**config.mk**
```make
export PLATFORM = sky130hd
export DESIGN_NAME = alu_seq_nbit
export DESIGN_NICKNAME = d
export VERILOG_FILES = /design/src/rtl/alu_seq_nbit.sv
export SDC_FILE = /design/constraint.sdc
export NUM_CORES = 1
export LEC_CHECK = 0
export CELL_PAD_IN_SITES_DETAIL_PLACEMENT = 0
export CELL_PAD_IN_SITES_GLOBAL_PLACEMENT = 2
export CORE_UTILIZATION = 30
export CTS_CLUSTER_SIZE = 12
export DETAILED_ROUTE_END_ITERATION = 8
export MAX_ROUTING_LAYER = met4
export PLACE_DENSITY = 0.81
export SLEW_MARGIN = 20
export SYNTH_ARGS = -nofsm -noshare
export SYNTH_HDL_FRONTEND = slang
export SYNTH_SLANG_ARGS = --single-unit
```
**constraint.sdc**
```tcl
create_clock -name clk -period 3.2 [get_ports clk]
set_clock_uncertainty 0.2 [all_clocks]
set_input_delay 0.64 -clock clk [delete_from_list [all_inputs] [get_ports clk]]
set_output_delay 0.64 -clock clk [all_outputs]
set_load 0.01 [all_outputs]
```
**src/rtl/alu_seq_nbit.sv**
```systemverilog
// Sequential N-bit ALU: one-cycle arithmetic/logic ops and an iterative shift-add multiply.
// Optional unsigned restoring divider (opcode 1000) is enabled by defining ALU_DIV_EN.
module alu_seq_nbit #(
  parameter int WIDTH = 4
) (
  input  logic             clk,
  input  logic             rst,
  input  logic [WIDTH-1:0] a,
  input  logic [WIDTH-1:0] b,
  input  logic [3:0]       op,
  input  logic             start,
  output logic             busy,
  output logic             done,
  output logic [WIDTH-1:0] result,
  output logic             NFlag,
  output logic             ZFlag,
  output logic             CFlag,
  output logic             VFlag
);

  typedef enum logic [1:0] {
    IDLE,
    CALC,
    MUL
`ifdef ALU_DIV_EN
    , DIV
`endif
  } state_t;

  localparam logic [3:0] OP_ADD = 4'b0000;
  localparam logic [3:0] OP_SUB = 4'b0001;
  localparam logic [3:0] OP_MUL = 4'b0010;
  localparam logic [3:0] OP_AND = 4'b0011;
  localparam logic [3:0] OP_OR  = 4'b0100;
  localparam logic [3:0] OP_XOR = 4'b0101;
  localparam logic [3:0] OP_SHL = 4'b0110;
  localparam logic [3:0] OP_SHR = 4'b0111;
`ifdef ALU_DIV_EN
  localparam logic [3:0] OP_DIV = 4'b1000;
`endif
  localparam int MSB = WIDTH - 1;

  state_t state, state_next;

  logic [WIDTH-1:0]   a_reg, b_reg;
  logic [3:0]         op_reg;
  logic [2*WIDTH-1:0] mcand, acc, acc_sum;
  logic [WIDTH-1:0]   mplier;
  logic [4:0]         cnt;
  logic               last_iter;

  logic [WIDTH:0]     ext;
  logic [WIDTH-1:0]   calc_res;
  logic               calc_n, calc_z, calc_c, calc_v;

`ifdef ALU_DIV_EN
  logic [WIDTH-1:0]   quo, rem, quo_next, rem_next;
  logic [WIDTH:0]     trial;
  logic               trial_ge;
`endif

  always_ff @(posedge clk) begin
    if (rst) state <= IDLE;
    else     state <= state_next;
  end

  always_comb begin
    state_next = state;
    busy       = (state != IDLE);
    case (state)
      IDLE: begin
        if (start) begin
          if (op == OP_MUL) state_next = MUL;
`ifdef ALU_DIV_EN
          else if (op == OP_DIV) state_next = DIV;
`endif
          else state_next = CALC;
        end
      end
      CALC: state_next = IDLE;
      MUL:  if (last_iter) state_next = IDLE;
`ifdef ALU_DIV_EN
      DIV:  if (last_iter) state_next = IDLE;
`endif
      default: state_next = IDLE;
    endcase
  end

  // Single-cycle ops; undefined opcodes leave every flag low, including Z.
  always_comb begin
    ext       = '0;
    calc_res  = '0;
    calc_c    = 1'b0;
    calc_v    = 1'b0;
    last_iter = (cnt == 5'(WIDTH - 1));
    acc_sum   = mplier[0] ? (acc + mcand) : acc;
    case (op_reg)
      OP_ADD: begin
        ext      = {1'b0, a_reg} + {1'b0, b_reg};
        calc_res = ext[WIDTH-1:0];
        calc_c   = ext[WIDTH];
        calc_v   = (a_reg[MSB] == b_reg[MSB]) && (calc_res[MSB] != a_reg[MSB]);
      end
      OP_SUB: begin
        ext      = {1'b0, a_reg} - {1'b0, b_reg};
        calc_res = ext[WIDTH-1:0];
        calc_c   = (a_reg < b_reg);
        calc_v   = (a_reg[MSB] != b_reg[MSB]) && (calc_res[MSB] != a_reg[MSB]);
      end
      OP_AND: calc_res = a_reg & b_reg;
      OP_OR:  calc_res = a_reg | b_reg;
      OP_XOR: calc_res = a_reg ^ b_reg;
      OP_SHL: begin
        calc_res = a_reg << 1;
        calc_c   = a_reg[MSB];
      end
      OP_SHR: begin
        calc_res = a_reg >> 1;
        calc_c   = a_reg[0];
      end
      default: calc_res = '0;
    endcase
    calc_n = 1'b0;
    calc_z = 1'b0;
    if (op_reg <= OP_SHR && op_reg != OP_MUL) begin
      calc_n = calc_res[MSB];
      calc_z = (calc_res == '0);
    end
  end

`ifdef ALU_DIV_EN
  // One restoring step: shift the next dividend bit into the remainder and subtract if it fits.
  always_comb begin
    trial    = {rem, quo[MSB]};
    trial_ge = (trial >= {1'b0, b_reg});
    rem_next = trial_ge ? WIDTH'(trial - {1'b0, b_reg}) : trial[WIDTH-1:0];
    quo_next = {quo[WIDTH-2:0], trial_ge};
  end
`endif

  always_ff @(posedge clk) begin
    if (rst) begin
      a_reg  <= '0;
      b_reg  <= '0;
      op_reg <= '0;
      mcand  <= '0;
      mplier <= '0;
      acc    <= '0;
      cnt    <= '0;
      done   <= 1'b0;
      result <= '0;
      NFlag  <= 1'b0;
      ZFlag  <= 1'b0;
      CFlag  <= 1'b0;
      VFlag  <= 1'b0;
`ifdef ALU_DIV_EN
      quo    <= '0;
      rem    <= '0;
`endif
    end else begin
      done <= 1'b0;
      case (state)
        IDLE: begin
          if (start) begin
            a_reg  <= a;
            b_reg  <= b;
            op_reg <= op;
            mcand  <= {{WIDTH{1'b0}}, a};
            mplier <= b;
            acc    <= '0;
            cnt    <= '0;
`ifdef ALU_DIV_EN
            quo    <= a;
            rem    <= '0;
`endif
          end
        end
        CALC: begin
          result <= calc_res;
          NFlag  <= calc_n;
          ZFlag  <= calc_z;
          CFlag  <= calc_c;
          VFlag  <= calc_v;
          done   <= 1'b1;
        end
        MUL: begin
          acc    <= acc_sum;
          mcand  <= mcand << 1;
          mplier <= mplier >> 1;
          cnt    <= cnt + 5'd1;
          if (last_iter) begin
            result <= acc_sum[WIDTH-1:0];
            NFlag  <= 1'b0;
            ZFlag  <= (acc_sum[WIDTH-1:0] == '0);
            CFlag  <= 1'b0;
            VFlag  <= |acc_sum[2*WIDTH-1:WIDTH];
            done   <= 1'b1;
          end
        end
`ifdef ALU_DIV_EN
        DIV: begin
          quo <= quo_next;
          rem <= rem_next;
          cnt <= cnt + 5'd1;
          if (last_iter) begin
            result <= quo_next;
            NFlag  <= 1'b0;
            ZFlag  <= (quo_next == '0);
            CFlag  <= (b_reg != '0) && (rem_next != '0);
            VFlag  <= (b_reg == '0);
            done   <= 1'b1;
          end
        end
`endif
        default: done <= 1'b0;
      endcase
    end
  end

endmodule
```
==> impl_metrics.csv <==
group,metric,value,unit
outcome,status,"finished, final reports clean",
placed_design,gp_congestion,0.858,
sta,finalHoldViolations,0,
clock_tree,cts_hold_buffers,0,
clock_tree,clock_sinks,48,
clock_tree,cts_setup_buffers,0,
layout,drive_above_1_share,0.0801,
yosys,yosys_warnings,0,
setup_path,path_cells,"inv_1 -> ha_1 -> o21bai_1 -> a21oi_1 -> mux2_2 -> a211oi_1 -> o21ai_0 -> a31oi_1",
layout,fillers,1079,
placed_design,placed_area,3400,um^2
clock_tree,post_cts_resized,0,
setup_path,crit_arrival,2.56,ns
yosys,synth-main-ff-cell,"dfxtp_1",
clock_tree,clk_pin_slew_worst_paths,0.10,ns
clock_tree,clk_latency,0.30,ns
floorplan,fp.dieW,103,um
clock_tree,clk_path_buf_depth,2,
layout,multi_input_area,1900,um^2
clock_tree,cts_root_buf,"clkbuf_8",
setup_path,worstPathRequired,3.24,ns
yosys,yosys.area.top_type_share,0.316,
floorplan,die_area,10600,um^2
layout,antenna_cells,0,
hold_path,min_path_type,"reg -> reg",
layout,utilization,0.358,
setup_path,crit_fanout,6,
power_and_ir_drop,vdd_drop_max,177,uV
yosys,synth_fp_nets,411,
route,antenna_left,0,
floorplan,rows,36,
layout,syn_to_final_growth,15.3,%
yosys,yosysTopAreaCell,"dfxtp_1",
power_and_ir_drop,leakagePower,0.00131,uW
sta,setup_tns,0,ns
yosys,synth_cell_types,54,
yosys,avgSynthCellArea,8.23,um^2
sta,setup_violations,0,
yosys,yosys-top-cells-count,"dfxtp_1, nor2_1, nand2_1",
setup_path,path_class,"reg -> reg",
setup_path,setup.worst_path.end_class,"flip-flop",
sta,rsz0062_at_grt,"no",
floorplan,io_pins,25,
power_and_ir_drop,p_per_area,390,nW/um^2
setup_path,slowest_stage,"dfxtp_1",
global_routing,grt_pass1_vias,2677,
sta,slew_headroom,0.465,
clock_tree,numCtsBuffers,5,
route,wl_per_cell,14.7,um
floorplan,initial_core_util,0.310,
yosys,yosysSeqAreaShare,0.316,
yosys,synth-edff-count,0,
global_routing,grt_pass1_wl,13.6,mm
clock_tree,cts_tree,"built",
layout,reg_top3,"acc (8), mcand (8), cnt (5)",
sta,drv_slew,0,
yosys,synthesis.area,3050,um^2
sta,worst_slew_pin_slew,0.802,ns
global_routing,grt_max_degree,39,
placed_design,post-place-ws,0.694,ns
route,drc,0,
setup_path,slowest_delay,0.46,ns
yosys,synthCells,370,
yosys,synth_seq_cells,48,
route,drtIter0Drc,103,
route,drt_first_pass_iters,5,
sta,worst_slack,0.679,ns
yosys,async_flop_share,0,
floorplan,fp.dieH,103,um
setup_path,path_delay_family,"compound AO/OA/AOI/OAI gates",
layout,nets,427,
floorplan,coreArea,9820,um^2
global_routing,grt_util_all_layers,0.169,
sta,min_period,2.52,ns
clock_tree,htreeDepth,2,
placed_design,dp_hpwl,5.82,mm
layout,fin_area,3510,um^2
sta,finalCritPeriodShare,0.788,
placed_design,portBuffers,24,
setup_path,crit_buf_inv,1,
global_routing,antenna_found_initial,0,
yosys,synth_area_leaders,"dfxtp_1, ha_1, nor2_1, nand2_1, mux2i_1",
setup_path,critPathLaunchType,"flip-flop",
layout,seq_area,961,um^2
route,num_vias,2609,
yosys,yosysMostFrequentCell,"dfxtp_1",
route,wirelength,7.65,mm
global_routing,overflow,0,
flow_run,maxCapViolations,0,
route,post_drt_via_cell_ratio,5.02,
sta,timing.fmax,397,MHz
-- worst reg2reg max path, cell delays in order (launching register included) --
cell and delay [ns]:
dfxtp_1 0.46, inv_1 0.12, ha_1 0.33, o21bai_1 0.08, a21oi_1 0.31, mux2_2 0.38, a211oi_1 0.28, o21ai_0 0.16
a31oi_1 0.15
-- layer usage --
| layer | global-route usage | wire [um] |
|---|---|---|
| met5 | - | 0 |
| met2 | 0.262 | 3450 |
| met1 | 0.237 | 3940 |
| met4 | 0.0293 | 44 |
| met3 | 0.0224 | 211 |
-- kinds of logic (layout without fill, tap and decap cells) --
family / count (synthesis) / count (layout) / share of synthesized area
and+or+nand+nor: 126 / 126 / 0.191
AOI/OAI and AO/OA: 96 / 96 / 0.215
DFF: 48 / 48 / 0.316
buffers and inverters: 43 / 60 / 0.0592
adders and majority gates: 26 / 26 / 0.114
muxes: 23 / 23 / 0.0826
xor gates and xnor gates: 8 / 8 / 0.0230
-- path summary, 6_finish.rpt --
kind | from | to | slack [ns] | cells past startpoint
worst max-delay path | a_reg[1] | VFlag | 0.68 | 8
worst min-delay path | b_reg[1] | b_reg[1] | 0.28 | 2
worst max register to register | a_reg[1] | VFlag | 0.68 | 8
worst min register to register | b_reg[1] | b_reg[1] | 0.28 | 2
-- cells in the final DEF (no fill, tap or decap), drive strengths merged, types with 6 or more instances in the layout --
| cell type | n |
|---|---|
| a211oi | 10 |
| a21oi | 29 |
| a22oi | 12 |
| buf | 6 |
| clkdlybuf4s50 | 24 |
| dfxtp | 48 |
| ha | 23 |
| inv | 22 |
| mux2 | 7 |
| mux2i | 15 |
| nand2 | 45 |
| nor2 | 48 |
| nor3 | 8 |
| o21ai | 14 |
-- metrics by stage --
step	power (uW)	hold slack, ns	std cells
4_1_cts	1390	0.284	520
6_report	1370	0.279	520
3_3_place_gp	937	0.271	512
2_1_floorplan	846	0.253	370
5_1_grt	1450	0.319	520
3_5_place_dp	939	0.272	512
-- power breakdown --
group          internal (uW)  switching [uW]  leakage [uW]
sequential               624            43.1      0.000391
combinational            121             136      0.000868
clock                    232             214     0.0000541
total                    976             393       0.00131
-- cell type report --
type	count	area share
well taps	133	0.0474
inverters	22	0.0235
clock inverters	3	0.0121
repair buffers	30	0.0813
flip-flops and latches	48	0.274
clock buffers	5	0.0196
multi-input cells	279	0.542
Power figures use the tool's default switching activity.
